`src/rtl/sram_access_controller.sv`:
```
// Moves each MEM-stage 32-bit access over a 16-bit fixed-wait-state SRAM as two halfword
// transactions (low half, then high half) and drives 'ready', whose inverse freezes the pipeline.
module sram_access_controller #(
    parameter int WAIT_CYCLES = 5
) (
    input  logic        clk,
    input  logic        rst,
    input  logic        mem_read_en,
    input  logic        mem_write_en,
    input  logic [31:0] address,
    input  logic [31:0] write_data,
    output logic [31:0] read_data,
    output logic        ready,
    output logic [17:0] sram_addr,
    output logic [15:0] sram_dq_out,
    output logic        sram_dq_oe,
    input  logic [15:0] sram_dq_in,
    output logic        sram_we_n
);

    typedef enum logic [1:0] {IDLE, LOW, HIGH, DONE} state_t;

    localparam logic [3:0] LAST_CNT = 4'(WAIT_CYCLES - 1);

    state_t     state;
    logic [3:0] cnt;
    logic       op_write;
    logic       req;
    logic       last;
    logic       active;
    logic       half;
    logic       unused_addr_bits;

    assign req    = mem_read_en | mem_write_en;
    assign last   = (cnt == LAST_CNT);
    assign active = (state == LOW) || (state == HIGH);
    assign half   = (state == HIGH);

    // Only bits [18:2] select a word; the rest of the byte address is ignored.
    assign unused_addr_bits = ^{address[31:19], address[1:0]};

    always_ff @(posedge clk or negedge rst) begin
        if (!rst) begin
            state     <= IDLE;
            cnt       <= 4'd0;
            op_write  <= 1'b0;
            read_data <= 32'd0;
        end else begin
            case (state)
                IDLE: begin
                    if (req) begin
                        state    <= LOW;
                        cnt      <= 4'd0;
                        op_write <= mem_write_en;
                    end
                end
                LOW: begin
                    if (last) begin
                        state <= HIGH;
                        cnt   <= 4'd0;
                        if (!op_write) read_data[15:0] <= sram_dq_in;
                    end else begin
                        cnt <= cnt + 4'd1;
                    end
                end
                HIGH: begin
                    if (last) begin
                        state <= DONE;
                        cnt   <= 4'd0;
                        if (!op_write) read_data[31:16] <= sram_dq_in;
                    end else begin
                        cnt <= cnt + 4'd1;
                    end
                end
                DONE: begin
                    state <= IDLE;
                end
                default: begin
                    state <= IDLE;
                    cnt   <= 4'd0;
                end
            endcase
        end
    end

    // SRAM pins decode directly from the registered state so reset clears them asynchronously.
    always_comb begin
        ready       = ((state == IDLE) && !req) || (state == DONE);
        sram_addr   = 18'd0;
        sram_dq_oe  = 1'b0;
        sram_dq_out = 16'd0;
        sram_we_n   = 1'b1;
        if (active) begin
            sram_addr = {address[18:2], half};
            if (op_write) begin
                sram_dq_oe  = 1'b1;
                sram_dq_out = half ? write_data[31:16] : write_data[15:0];
                sram_we_n   = last;
            end
        end
    end

endmodule
```
`config.mk`:
```
export PLATFORM = sky130hd
export DESIGN_NAME = sram_access_controller
export DESIGN_NICKNAME = d
export VERILOG_FILES = /design/src/rtl/sram_access_controller.sv
export SDC_FILE = /design/constraint.sdc
export NUM_CORES = 1
export LEC_CHECK = 0
export ABC_CLOCK_PERIOD_IN_PS = 2860
export CORE_MARGIN = 10
export CORE_UTILIZATION = 38
export CTS_CLUSTER_SIZE = 12
export DETAILED_ROUTE_END_ITERATION = 16
export PLACE_DENSITY = 0.86
export SLEW_MARGIN = 15
export SYNTH_ARGS = -nofsm -noshare
export SYNTH_HDL_FRONTEND = slang
export SYNTH_SLANG_ARGS = --single-unit
```
`constraint.sdc`:
```
create_clock -name clk -period 2.86 [get_ports clk]
set_clock_uncertainty 0.1 [all_clocks]
set_input_delay 0.572 -clock clk [delete_from_list [all_inputs] [get_ports clk]]
set_output_delay 0.572 -clock clk [all_outputs]
set_load 0.005 [all_outputs]
```
* Word level (Yosys, flattened, before mapping)
Index checks and enable logic that the tools add are counted.
Storage, ports and cells: input bits 84, flip-flop bits (word level) 39, word-level logic and storage cells 42, output and inout bits 69
Operators by class: reduce and logical (&&, ||, !) cells 12, muxes and demuxes 15, bitwise gates (word level) 2, equal/unequal tests 7, $add $sub $neg 1
Operator list (number):
- 2-to-1 mux 16 bit | 3
- 2-to-1 mux 18 bit | 1
- AND reduction 3 bit | 3
- 2-to-1 mux 4 bit | 2
- case mux 2 bit (4 select lines) | 1
- case mux 4 bit (2 select lines) | 1
- 2-to-1 mux 2 bit | 3
- != test 2 bit (second input constant) | 3
- adder 4 x 1 -> 4 bit (second input constant) | 1
- equality test 2 bit (second input constant) | 2
- equality test 4 x 3 -> 1 bit (second input constant) | 1
- 2-to-1 mux 1 bit | 4
- AND reduction 2 bit | 2
- equality test 2 x 1 -> 1 bit (second input constant) | 1
- zero test 2 bit | 1
- logical OR 1 bit | 2
- nonzero test 2 bit | 1
- OR reduction 2 bit | 1
- logical AND 1 bit | 1
- zero test 1 bit | 1
- NOT 1 bit | 1
- bitwise OR 1 bit | 1

* Logic depth before layout (Yosys ltp)
word-level depth 4, mapped depth 7, mapped depth without buffers 5

* Least setup slack after synthesis
Ideal clock, no wire load.
path type register to output, start register state[0], end output sram_dq_out[10], arrival time 1470 ps, path buffers 2, required time 2188 ps, cell stages (with the launch flop) 7, path slack 718 ps, cell sequence dfrtp_1 > inv_1 > ha_1 > buf_2 > buf_2 > mux2i_1 > nor2_1
Between the ends: word-level cells in the longest chain between the ends 4, elaborated cells on any way between the ends 6, those cells by class eq/ne: 2; mux: 3; reduce/logical: 1
Ends and longest elaborated chain:
- from (decl) | line 25 | state_t state;
- from (signal assigned) | line 44 | state <= IDLE;
- from (signal assigned) | line 52 | state <= LOW;
- from (signal assigned) | line 59 | state <= HIGH;
- equality test 2 bit | line 36, 37
- 2-to-1 mux 16 bit | line 97 | sram_dq_out = half ? write_data[31:16] : write_data[15:0];
- 2-to-1 mux 16 bit | line 95 | if (op_write) begin
- 2-to-1 mux 16 bit * | line 93 | if (active) begin
- to (decl) | line 15 | output logic [15:0] sram_dq_out,
Mark *: on every way between the ends. The rest lies on a longest branch, timed or not.

* Worst setup path in the final report
start input mem_write_en, end output ready
Between the ends: word-level cells in the longest chain between the ends 4
Ends and longest elaborated chain:
- from (decl) | line 9 | input logic mem_write_en,
- bitwise OR 1 bit | line 34 | assign req = mem_read_en | mem_write_en;
- zero test 1 bit | line 88 | ready = ((state == IDLE) && !req) || (state == DONE);
- logical AND 1 bit | line 88
- logical OR 1 bit | line 88
- to (decl) | line 13 | output logic ready,
Every way passes these cells.

==> flow_metrics.tcl <==
set metrics [dict create \
    fmax_mhz 358 \
    maxCapViolCount 0 \
    relSlewSlack 0.424 \
    period_minus_slack_ns 2.80 \
    synthAdderAreaFrac 0.0412 \
    viasPerCell 4.78 \
    reg2reg_from "state[1]$_DFFE_PN0P_" \
    clk_pin_slew_worst_paths_ns 0.08 \
    ant_nets 0 \
    holdWs_ns 0.292 \
    drv_slew 0 \
    seq_area_frac_synth 0.459 \
    cts_max_level 2 \
    syn_inst 170 \
    path_common_cell "clkdlybuf4s50_1" \
    tritoncts "yes" \
    drt_iter0_drc 80 \
    core_mm2 0.00547 \
    swShare 0.321 \
    rsz0062_at_grt "no" \
    numPortBuffers 137 \
    crit_fanout 3 \
    setup_tns_ns 0 \
    worstPathCellList "clkdlybuf4s50_1 > or3b_2 > nand2b_1 > clkdlybuf4s50_1" \
    cp-start-kind "input port" \
    p_seq_frac 0.266 \
    grt_pass1_wl_um 10100 \
    clk_latency_ns 0.29 \
    synth-seq-cells 39 \
    grt_overflow 0 \
    netlist.area_leader.share 0.459 \
    synthSimpleGateAreaFrac 0.147 \
    n_antenna_cell 0 \
    grt_use_met1 0.156 \
    clock_path_buffers 2 \
    crit_required_ns 2.19 \
    cts_made_buffers 5 \
    met2_usage 0.260 \
    worst_pin_slew_ns 0.863 \
    critPathArrivalTime_ns 2.13 \
    rrSetupSlack_ns 0.80 \
    cts_root_buf "clkbuf_8" \
    syn_to_final_growth_pct 72.5 \
    placementRows 27 \
    synthArstFlopShare 1.00 \
    synthFlopType "dfrtp_1" \
    synth.cell_area_mm2 0.00213 \
    grt_max_degree 40 \
    nets 401 \
    synth_top_family_by_area "multiplexers" \
    slowest_delay_ns 0.53 \
    combPwrFrac 0.638 \
    routedWlPerCell_um 17.9 \
    ys_top_cells_by_area "dfrtp_1, mux2_4, mux2i_1" \
    reg2reg_to "state[1]$_DFFE_PN0P_" \
    status "finished, final reports clean" \
    layout-drive-gt1-share 0.161 \
    drc 0 \
    post_cts_buffers 0 \
    grt_util_met3 0.0397 \
    crit_type "input port to output port" \
    syn_nets 261 \
    p_int_uw 2550 \
    gp_congestion 0.812 \
    critPathSlowestCell "clkdlybuf4s50_1" \
    dieArea_mm2 0.00899 \
    ir_drop_mv 0.619 \
    leakage_uw 0.00165 \
    grt_pass1_vias 1882 \
    wl_um 6850 \
    synth.avg_cell_area_um2 12.5 \
    antenna_found_initial 0 \
    yosysTopAreaCell "dfrtp_1" \
    synth_warnings 0 \
    die_w_um 94.8 \
    start_util 0.389 \
    fillers 429 \
    grtUsageTotal 0.142 \
    powerDensity_mw_per_mm2 1020 \
    fin_crit_sh 0.978 \
    setup_violations 0 \
    p_switching_uw 1200 \
    io_pins 153 \
    end_kind "output port" \
    synthXorXnorAreaFrac 0 \
    dpl.hpwl_um 5590 \
    first_pass_iters 4 \
    cts_hold_buf 0 \
    chipHeight_um 94.8 \
    synthMuxAreaShare 0.285 \
    timing.final.hold_violations 0 \
    rr_worst_depth 6 \
    synth_compound_area_frac 0.0329 \
    synth-edff-count 0 \
    hold_path_class "input port to async pin" \
    clock-sinks 39 \
    clockPowerShare 0.095 \
    vias 1830 \
    grt_busiest_layer "met2" \
    yosysUniqueCellTypes 29 \
]
-- cell usage in the layout (no fill, tap or decap), types with 2 or more instances in the layout --
| master | netlist | layout |
|---|---|---|
| a211o_1 | 2 | 2 |
| a32o_1 | 2 | 2 |
| and2_1 | 17 | 17 |
| buf_4 | 0 | 3 |
| clkbuf_8 | 0 | 5 |
| clkdlybuf4s50_1 | 0 | 136 |
| dfrtp_1 | 39 | 39 |
| ha_1 | 7 | 6 |
| inv_1 | 5 | 4 |
| mux2_2 | 13 | 13 |
| mux2_4 | 20 | 20 |
| mux2i_1 | 16 | 16 |
| nand2_1 | 4 | 4 |
| nand2b_1 | 3 | 3 |
| nand3b_4 | 2 | 2 |
| nor2_1 | 18 | 18 |
| o21ai_0 | 2 | 2 |
-- worst max path at each step --
stage                    startpoint         endpoint  cells past startpoint
2_1_floorplan  state[0]$_DFFE_PN0P_  sram_dq_out[10]                      6
3_3_place_gp           mem_write_en            ready                      4
3_5_place_dp           mem_write_en            ready                      4
4_1_cts        state[0]$_DFFE_PN0P_            ready                      5
5_1_grt        state[1]$_DFFE_PN0P_            ready                      5
6_report               mem_write_en            ready                      4
-- cell families (layout without fill, tap and decap cells) --
logic type,after synthesis,after routing
muxes,49,49
adders and majority gates,7,7
DFF,39,39
buffers and inverters,13,154
AOI/OAI and AO/OA,9,9
and+or+nand+nor,53,53
-- power groups by stage --
stage / Combinational [uW] / Sequential, uW / Clock, uW
after global routing: 2590 / 1030 / 400
after detailed placement: 2400 / 1000 / 0
after global placement: 2360 / 990 / 0
after floorplan: 998 / 1000 / 0
after CTS: 2410 / 999 / 371
final: 2390 / 998 / 358
-- stage by stage --
stage	power [uW]	setup WS [ns]	utilization	instances	instance area, um^2
2_1_floorplan	2000	0.718	-	170	2130
3_3_place_gp	3350	0.0909	0.652	375	3570
3_5_place_dp	3410	0.0603	0.652	375	3570
4_1_cts	3780	0.0283	0.668	383	3660
5_1_grt	4020	0.0214	0.670	383	3670
6_report	3750	0.0628	0.670	383	3670
-- flip-flops by register name, summed over array words and instances, names as in the netlist --
name,cells
op_write,1
cnt,4
read_data,32
state,2
-- critical path, delay by kind of cell --
kind                   cells  cell delay [ns]
AND/OR/NAND/NOR            2             0.58
buffers and inverters      2             0.97
-- metal layers --
metal / vias up / part of all wire
met4: 0 / 0.012
met2: 76 / 0.53
li1: 865 / -
met3: 7 / 0.093
met5: - / 0
met1: 882 / 0.36
-- cell usage after synthesis (all sizes together) (2+ instances only) --
master	instances
ha	7
nor2	18
mux2	33
nand3b	3
mux2i	16
a211o	2
and2	17
dfrtp	39
a32o	2
clkbuf	3
inv	5
buf	5
o21ai	2
nand2	4
nand2b	3
-- cell type report --
| class | count | area, um^2 | area share |
|---|---|---|---|
| clock inverters | 2 | 12.5 | 0.00341 |
| repair buffers | 141 | 1410 | 0.384 |
| well taps | 72 | 90.1 | 0.0246 |
| flip-flops and latches | 39 | 976 | 0.266 |
| clock buffers | 6 | 72.6 | 0.0198 |
| inverters | 5 | 18.8 | 0.00512 |
| multi-input cells | 118 | 1090 | 0.297 |
-- timing repair --
action / 4_1_cts / 5_1_grt
endpoints found under the setup margin: 0 / 2
hold endpoints to repair: 0 / 0
resized for setup: 0 / 3
Power figures use the tool's default switching activity.
